`src/rtl/axi4lite_regbank.sv`:
```
// ----------------------------------------------------------------------------
// axi4lite_regbank
// AXI4-Lite slave register bank used as the control/status endpoint of IP
// blocks. The AW and W channels are accepted independently into one-entry
// holding buffers. A write commits once both buffers are full and the write
// response slot is free. Writes use a byte-lane merge under wstrb. Read-only
// registers (RO_MASK) return reg_in. Out-of-range indices answer SLVERR.
// Every successful write raises a one-cycle wr_pulse.
//
// Ports
//   aclk, areset          clock, asynchronous active-high reset
//   s_axi_aw*             write address channel
//   s_axi_w*              write data channel (with byte strobes)
//   s_axi_b*              write response channel (OKAY=00, SLVERR=10)
//   s_axi_ar*             read address channel
//   s_axi_r*              read data channel (OKAY=00, SLVERR=10)
//   reg_out               register contents, reg i at slice i
//   reg_in                status inputs for read-only regs, sampled at AR accept
//   wr_pulse              one-cycle pulse per successful write to reg i
// ----------------------------------------------------------------------------
module axi4lite_regbank #(
  parameter int                  DATA_WIDTH = 32,
  parameter int                  ADDR_WIDTH = 12,
  parameter int                  NUM_REGS   = 16,
  parameter logic [NUM_REGS-1:0] RO_MASK    = '0
) (
  input  logic                           aclk,
  input  logic                           areset,
  input  logic [ADDR_WIDTH-1:0]          s_axi_awaddr,
  input  logic                           s_axi_awvalid,
  output logic                           s_axi_awready,
  input  logic [DATA_WIDTH-1:0]          s_axi_wdata,
  input  logic [DATA_WIDTH/8-1:0]        s_axi_wstrb,
  input  logic                           s_axi_wvalid,
  output logic                           s_axi_wready,
  output logic [1:0]                     s_axi_bresp,
  output logic                           s_axi_bvalid,
  input  logic                           s_axi_bready,
  input  logic [ADDR_WIDTH-1:0]          s_axi_araddr,
  input  logic                           s_axi_arvalid,
  output logic                           s_axi_arready,
  output logic [DATA_WIDTH-1:0]          s_axi_rdata,
  output logic [1:0]                     s_axi_rresp,
  output logic                           s_axi_rvalid,
  input  logic                           s_axi_rready,
  output logic [NUM_REGS*DATA_WIDTH-1:0] reg_out,
  input  logic [NUM_REGS*DATA_WIDTH-1:0] reg_in,
  output logic [NUM_REGS-1:0]            wr_pulse
);

  localparam int              STRB_W     = DATA_WIDTH / 8;
  localparam int              LSB        = $clog2(STRB_W);
  localparam int              IDX_W      = ADDR_WIDTH - LSB;
  localparam logic [IDX_W:0]  NUM_REGS_W = (IDX_W + 1)'(NUM_REGS);
  localparam logic [1:0]      RESP_OKAY  = 2'b00;
  localparam logic [1:0]      RESP_SLV   = 2'b10;

  // Holding buffers. Only the register index of the address is kept.
  logic                  r_aw_full;
  logic [IDX_W-1:0]      r_aw_idx;
  logic                  r_w_full;
  logic [DATA_WIDTH-1:0] r_w_data;
  logic [STRB_W-1:0]     r_w_strb;

  logic                  r_bvalid;
  logic [1:0]            r_bresp;
  logic                  r_rvalid;
  logic [1:0]            r_rresp;
  logic [DATA_WIDTH-1:0] r_rdata;

  logic [DATA_WIDTH-1:0] r_regs [NUM_REGS];
  logic [NUM_REGS-1:0]   r_wr_pulse;

  logic                  w_aw_hs;
  logic                  w_w_hs;
  logic                  w_commit;
  logic                  w_aw_in_range;
  logic                  w_aw_ro;
  logic                  w_wr_ok;
  logic [NUM_REGS-1:0]   w_we;
  logic                  w_arready;
  logic                  w_ar_hs;
  logic [IDX_W-1:0]      w_ar_idx;
  logic                  w_ar_in_range;
  logic [DATA_WIDTH-1:0] w_ar_data;
  logic                  w_unused;

  assign w_aw_hs  = s_axi_awvalid & ~r_aw_full;
  assign w_w_hs   = s_axi_wvalid & ~r_w_full;
  assign w_commit = r_aw_full & r_w_full & (~r_bvalid | s_axi_bready);

  assign w_aw_in_range = ({1'b0, r_aw_idx} < NUM_REGS_W);
  assign w_wr_ok       = w_aw_in_range & ~w_aw_ro;

  assign w_arready     = ~r_rvalid | s_axi_rready;
  assign w_ar_hs       = s_axi_arvalid & w_arready;
  assign w_ar_idx      = s_axi_araddr[ADDR_WIDTH-1:LSB];
  assign w_ar_in_range = ({1'b0, w_ar_idx} < NUM_REGS_W);

  // Address byte-offset bits and reg_in slices of read/write regs are
  // intentionally ignored.
  assign w_unused = ^{s_axi_awaddr[LSB-1:0], s_axi_araddr[LSB-1:0], reg_in};

  // Index decode. An out-of-range index matches no register, so it yields
  // no write enable, RO=0 and read data 0.
  always_comb begin
    w_aw_ro   = 1'b0;
    w_ar_data = '0;
    w_we      = '0;
    for (int i = 0; i < NUM_REGS; i++) begin
      if (r_aw_idx == IDX_W'(i)) begin
        w_aw_ro = RO_MASK[i];
      end
      if (w_ar_idx == IDX_W'(i)) begin
        w_ar_data = RO_MASK[i] ? reg_in[i*DATA_WIDTH +: DATA_WIDTH] : r_regs[i];
      end
      w_we[i] = w_commit & w_wr_ok & (r_aw_idx == IDX_W'(i));
    end
  end

  always_ff @(posedge aclk or posedge areset) begin
    if (areset) begin
      r_aw_full <= 1'b0;
      r_aw_idx  <= '0;
      r_w_full  <= 1'b0;
      r_w_data  <= '0;
      r_w_strb  <= '0;
    end else begin
      if (w_aw_hs) begin
        r_aw_full <= 1'b1;
        r_aw_idx  <= s_axi_awaddr[ADDR_WIDTH-1:LSB];
      end else if (w_commit) begin
        r_aw_full <= 1'b0;
      end
      if (w_w_hs) begin
        r_w_full <= 1'b1;
        r_w_data <= s_axi_wdata;
        r_w_strb <= s_axi_wstrb;
      end else if (w_commit) begin
        r_w_full <= 1'b0;
      end
    end
  end

  // Register array with byte-lane merge. wstrb=0 still counts as a write
  // (pulse + OKAY) but leaves the data untouched.
  always_ff @(posedge aclk or posedge areset) begin
    if (areset) begin
      for (int i = 0; i < NUM_REGS; i++) begin
        r_regs[i] <= '0;
      end
      r_wr_pulse <= '0;
    end else begin
      r_wr_pulse <= w_we;
      for (int i = 0; i < NUM_REGS; i++) begin
        for (int b = 0; b < STRB_W; b++) begin
          if (w_we[i] && r_w_strb[b]) begin
            r_regs[i][8*b +: 8] <= r_w_data[8*b +: 8];
          end
        end
      end
    end
  end

  // Write response: a commit always refills the slot, otherwise bready drains it.
  always_ff @(posedge aclk or posedge areset) begin
    if (areset) begin
      r_bvalid <= 1'b0;
      r_bresp  <= RESP_OKAY;
    end else if (w_commit) begin
      r_bvalid <= 1'b1;
      r_bresp  <= w_wr_ok ? RESP_OKAY : RESP_SLV;
    end else if (s_axi_bready) begin
      r_bvalid <= 1'b0;
    end
  end

  // Read pipeline, single stage. Data is captured at accept, so a read
  // alongside a commit to the same reg sees the pre-write value.
  always_ff @(posedge aclk or posedge areset) begin
    if (areset) begin
      r_rvalid <= 1'b0;
      r_rresp  <= RESP_OKAY;
      r_rdata  <= '0;
    end else if (w_ar_hs) begin
      r_rvalid <= 1'b1;
      r_rresp  <= w_ar_in_range ? RESP_OKAY : RESP_SLV;
      r_rdata  <= w_ar_in_range ? w_ar_data : '0;
    end else if (s_axi_rready) begin
      r_rvalid <= 1'b0;
    end
  end

  for (genvar g = 0; g < NUM_REGS; g++) begin : g_reg_out
    assign reg_out[g*DATA_WIDTH +: DATA_WIDTH] = r_regs[g];
  end

  assign s_axi_awready = ~r_aw_full;
  assign s_axi_wready  = ~r_w_full;
  assign s_axi_bvalid  = r_bvalid;
  assign s_axi_bresp   = r_bresp;
  assign s_axi_arready = w_arready;
  assign s_axi_rvalid  = r_rvalid;
  assign s_axi_rresp   = r_rresp;
  assign s_axi_rdata   = r_rdata;
  assign wr_pulse      = r_wr_pulse;

endmodule
```
`config.mk`:
```
export PLATFORM = sky130hd
export DESIGN_NAME = axi4lite_regbank
export DESIGN_NICKNAME = d
export VERILOG_FILES = /design/src/rtl/axi4lite_regbank.sv
export SDC_FILE = /design/constraint.sdc
export NUM_CORES = 1
export LEC_CHECK = 0
export BUFFER_PORTS_ARGS = -buffer_cell sky130_fd_sc_hd__buf_2
export CAP_MARGIN = 10
export CORE_AREA = 5 5 446 448
export CTS_CLUSTER_SIZE = 28
export DETAILED_ROUTE_END_ITERATION = 8
export DIE_AREA = 0 0 451 453
export PLACE_DENSITY = 0.37
export SYNTH_ARGS = -nofsm -noshare
export SYNTH_HDL_FRONTEND = slang
export SYNTH_SLANG_ARGS = --single-unit
```
`constraint.sdc`:
```
create_clock -name aclk -period 34 [get_ports aclk]
set_clock_uncertainty 0.2 [all_clocks]
set_input_delay 1.7 -clock aclk [delete_from_list [all_inputs] [get_ports aclk]]
set_output_delay 1.7 -clock aclk [all_outputs]
set_load 0.01 [all_outputs]
```
==> impl_metrics.json <==
{
  "nets": 3407,
  "worstSetupStartpoint": "s_axi_araddr[3]",
  "drt_iter0_drc": 1691,
  "ys_ff_latch": 612,
  "clk_pin_slew_ps": 70,
  "seq_area_um2": 15300,
  "power_w": 0.00209,
  "cts.htree.levels": 3,
  "ant_nets": 0,
  "cts_tree": "built",
  "grt_pass1_vias": 23400,
  "holdBufCountCts": 0,
  "core_um2": 194000,
  "syn_avg_cell_area_um2": 12.7,
  "yosysSeqAreaShare_pct": 55.0,
  "worstHoldPathType": "flop to flop",
  "slew_headroom_pct": 15.5,
  "reg2reg_from": "r_aw_idx[9]$_DFFE_PP0P_",
  "first_pass_iters": 7,
  "min_path_cells": 2,
  "place_hpwl_mm": 148,
  "die_h_um": 453,
  "place_area_um2": 34200,
  "synth_edf_count": 0,
  "num-fill-cells": 21400,
  "gp_congestion": 0.803,
  "layout-drive-gt1-share_pct": 50.2,
  "ys.flop_type": "dfrtp_1",
  "numCtsBuffers": 79,
  "timing.final.crit_share_pct": 14.4,
  "slew_viol_final": 0,
  "timing.setup.critical_path_class": "input pin to flop",
  "fmax_mhz": 204,
  "cts_sinks": 612,
  "peakVddDrop_v": 0.0000486,
  "power_density_nw_per_um2": 56.7,
  "ios": 1148,
  "synthToLayoutAreaGrowth_pct": 32.4,
  "holdPathEnd": "s_axi_rdata[8]$_DFFE_PP0P_",
  "synth_warnings": 0,
  "dp_cells": 5289,
  "via_count": 23100,
  "yosysUniqueCellTypes": 67,
  "hold_start": "s_axi_rdata[8]$_DFFE_PP0P_",
  "period_needed_ps": 4910,
  "grtUsageTotal_pct": 18.5,
  "arrival_ps": 5310,
  "antenna_found_initial": 41,
  "wl_per_cell_um": 35.9,
  "die_x_um": 451,
  "grt_first_pass_wirelength_mm": 252,
  "gr-total-overflow": 0,
  "status": "completed",
  "insertion_delay_ps": 690,
  "finalSetupViolations": 0,
  "cts-resized-gates": 0,
  "finalSetupTns_ps": 0,
  "cellLeakagePower_nw": 18.4,
  "stdcell_area_um2": 36900,
  "layout.cells.non_filler": 5445,
  "r2r_end": "reg_out[3]$_DFFE_PP0P_",
  "tightest_slew_ps": 1260,
  "synth_area_um2": 27800,
  "port_buffers": 629,
  "cp-end-kind": "flop",
  "finalHoldViolations": 0,
  "start_util_pct": 14.3,
  "rsz0062_at_grt": "false",
  "grt_max_degree": 159,
  "postCtsSetupBuffers": 0,
  "syn_inst": 2194,
  "cts_buffer_depth": 3,
  "cts_root_buf": "clkbuf_16",
  "ff2ff_path_depth": 7,
  "required_ps": 34400,
  "fp-row-count": 162,
  "cap_viol_max_count": 0,
  "multi_input_area_um2": 11900,
  "rrSetupSlack_ps": 29930,
  "dieArea_um2": 204000,
  "drc": 0,
  "postRouteWirelength_mm": 196,
  "async_flop_share_pct": 100,
  "start_kind": "input pin",
  "holdWs_ps": 282,
  "vias_per_cell": 4.24,
  "worst-path-max-fanout": 33
}
[cells in the mapped netlist, drive strengths merged (4+ instances only)]
master / instances / area [um^2]
o2111ai: 5 / 43.8
or2: 5 / 31.3
nor3b: 4 / 35.0
o2bb2ai: 7 / 61.3
a21oi: 84 / 420
and2: 5 / 31.3
nand3: 30 / 150
o22ai: 29 / 181
o221a: 5 / 56.3
o21ai: 90 / 450
a211o: 4 / 35.0
a2111oi: 4 / 35.0
nor2b: 18 / 113
a21o: 12 / 90.1
a221oi: 8 / 70.1
or3: 5 / 31.3
nand2: 142 / 533
a22o: 5 / 43.8
o32ai: 5 / 43.8
nor2: 100 / 383
nand3b: 7 / 52.6
and3: 8 / 50.1
o31ai: 5 / 37.5
mux2i: 58 / 581
o221ai: 29 / 254
o211ai: 13 / 97.6
mux2: 571 / 6430
nor3: 28 / 160
inv: 13 / 48.8
a22oi: 20 / 150
dfrtp: 612 / 15300
a31oi: 15 / 93.8
a211oi: 7 / 52.6
buf: 56 / 277
mux4: 20 / 450
clkbuf: 90 / 339
a32oi: 12 / 105
nor4: 6 / 37.5
nand2b: 16 / 100
a221o: 8 / 80.1
o21a: 6 / 45.0
[layout by cell type (no fill, tap or decap), types with 10 or more instances in the layout]
master and count:
a21o_1 12, a21oi_1 84, a22oi_1 20, a31oi_1 15, a32oi_1 12, buf_2 625, buf_4 68, clkbuf_1 19
clkbuf_16 80, clkbuf_8 21, clkinv_2 12, dfrtp_1 612, diode_2 12, inv_1 10, mux2_2 566, mux2i_1 58
mux4_2 20, nand2_1 141, nand2b_1 13, nand3_1 30, nor2_1 92, nor2b_1 14, nor3_1 21, o211ai_1 13
o21ai_0 90, o221ai_1 29, o22ai_1 29
[per-stage QoR]
stage / utilization [%] / worst slack (ps)
after floorplan: - / 14960
after global placement: 17.6 / 28300
after detailed placement: 17.6 / 28360
after CTS: 19.0 / 29120
after global routing: 19.0 / 29030
final: 19.0 / 29090
[cells by family (layout without fill, tap and decap cells)]
kind of cell           after synthesis  after routing  share of synthesized area (%)
multiplexers                       649            649                           26.8
buffers and inverters              159            855                           2.39
AND/OR/NAND/NOR                    384            384                           6.46
other                                1             14                         0.0135
AO/OA/AOI/OAI                      389            389                           9.31
flip-flops                         612            612                           55.0
[critical path, stage by stage]
cell and delay (ps):
buf_6 350, buf_4 560, buf_4 520, and4b_1 970, a21oi_1 190, o211ai_1 240
o2111ai_1 360, a32oi_1 300
[registers in the layout, summed over array words and instances (netlist names)]
register / cells
s_axi_rresp: 1
r_aw_idx: 10
r_w_strb: 4
r_w_full: 1
r_aw_full: 1
s_axi_bresp: 1
s_axi_bvalid: 1
r_w_data: 32
s_axi_rvalid: 1
s_axi_rdata: 32
wr_pulse: 16
reg_out: 512
[report_power, final]
group	internal, W	switching, W	leakage (nW)
sequential	0.000782	0.000193	8.41
clock	0.000502	0.000366	1.29
combinational	0.0000974	0.000151	8.72
[worst max path at each step]
stage | cells after the start | slack (ps) | endpoint
global route | 9 | 29030 | s_axi_rdata[26]$_DFFE_PP0P_
detailed placement | 9 | 28360 | s_axi_rdata[26]$_DFFE_PP0P_
finish | 8 | 29090 | s_axi_rdata[31]$_DFFE_PP0P_
CTS | 9 | 29120 | s_axi_rdata[26]$_DFFE_PP0P_
floorplan | 1 | 14960 | r_aw_full$_DFFE_PP0P_
global placement | 9 | 28300 | s_axi_rdata[26]$_DFFE_PP0P_
[cell type report]
| cell class | count | area share (%) |
|---|---|---|
| timing repair buffer | 698 | 10.1 |
| clock buffer | 119 | 6.37 |
| multi-input combinational | 1424 | 32.4 |
| antenna | 12 | 0.0815 |
| tap | 2542 | 8.63 |
| inverter | 13 | 0.153 |
| clock inverter | 25 | 0.726 |
| sequential | 612 | 41.5 |
[per-layer routing]
| metal | track usage, % | vias up | routed length [um] |
|---|---|---|---|
| met2 | 28.3 | 1064 | 85200 |
| met1 | 23.8 | 12300 | 84500 |
| li1 | - | 9438 | - |
| met4 | 6.11 | 12 | 7510 |
| met3 | 7.14 | 216 | 18400 |
| met5 | 0 | - | 83 |
(Power assumes the default switching activity.)
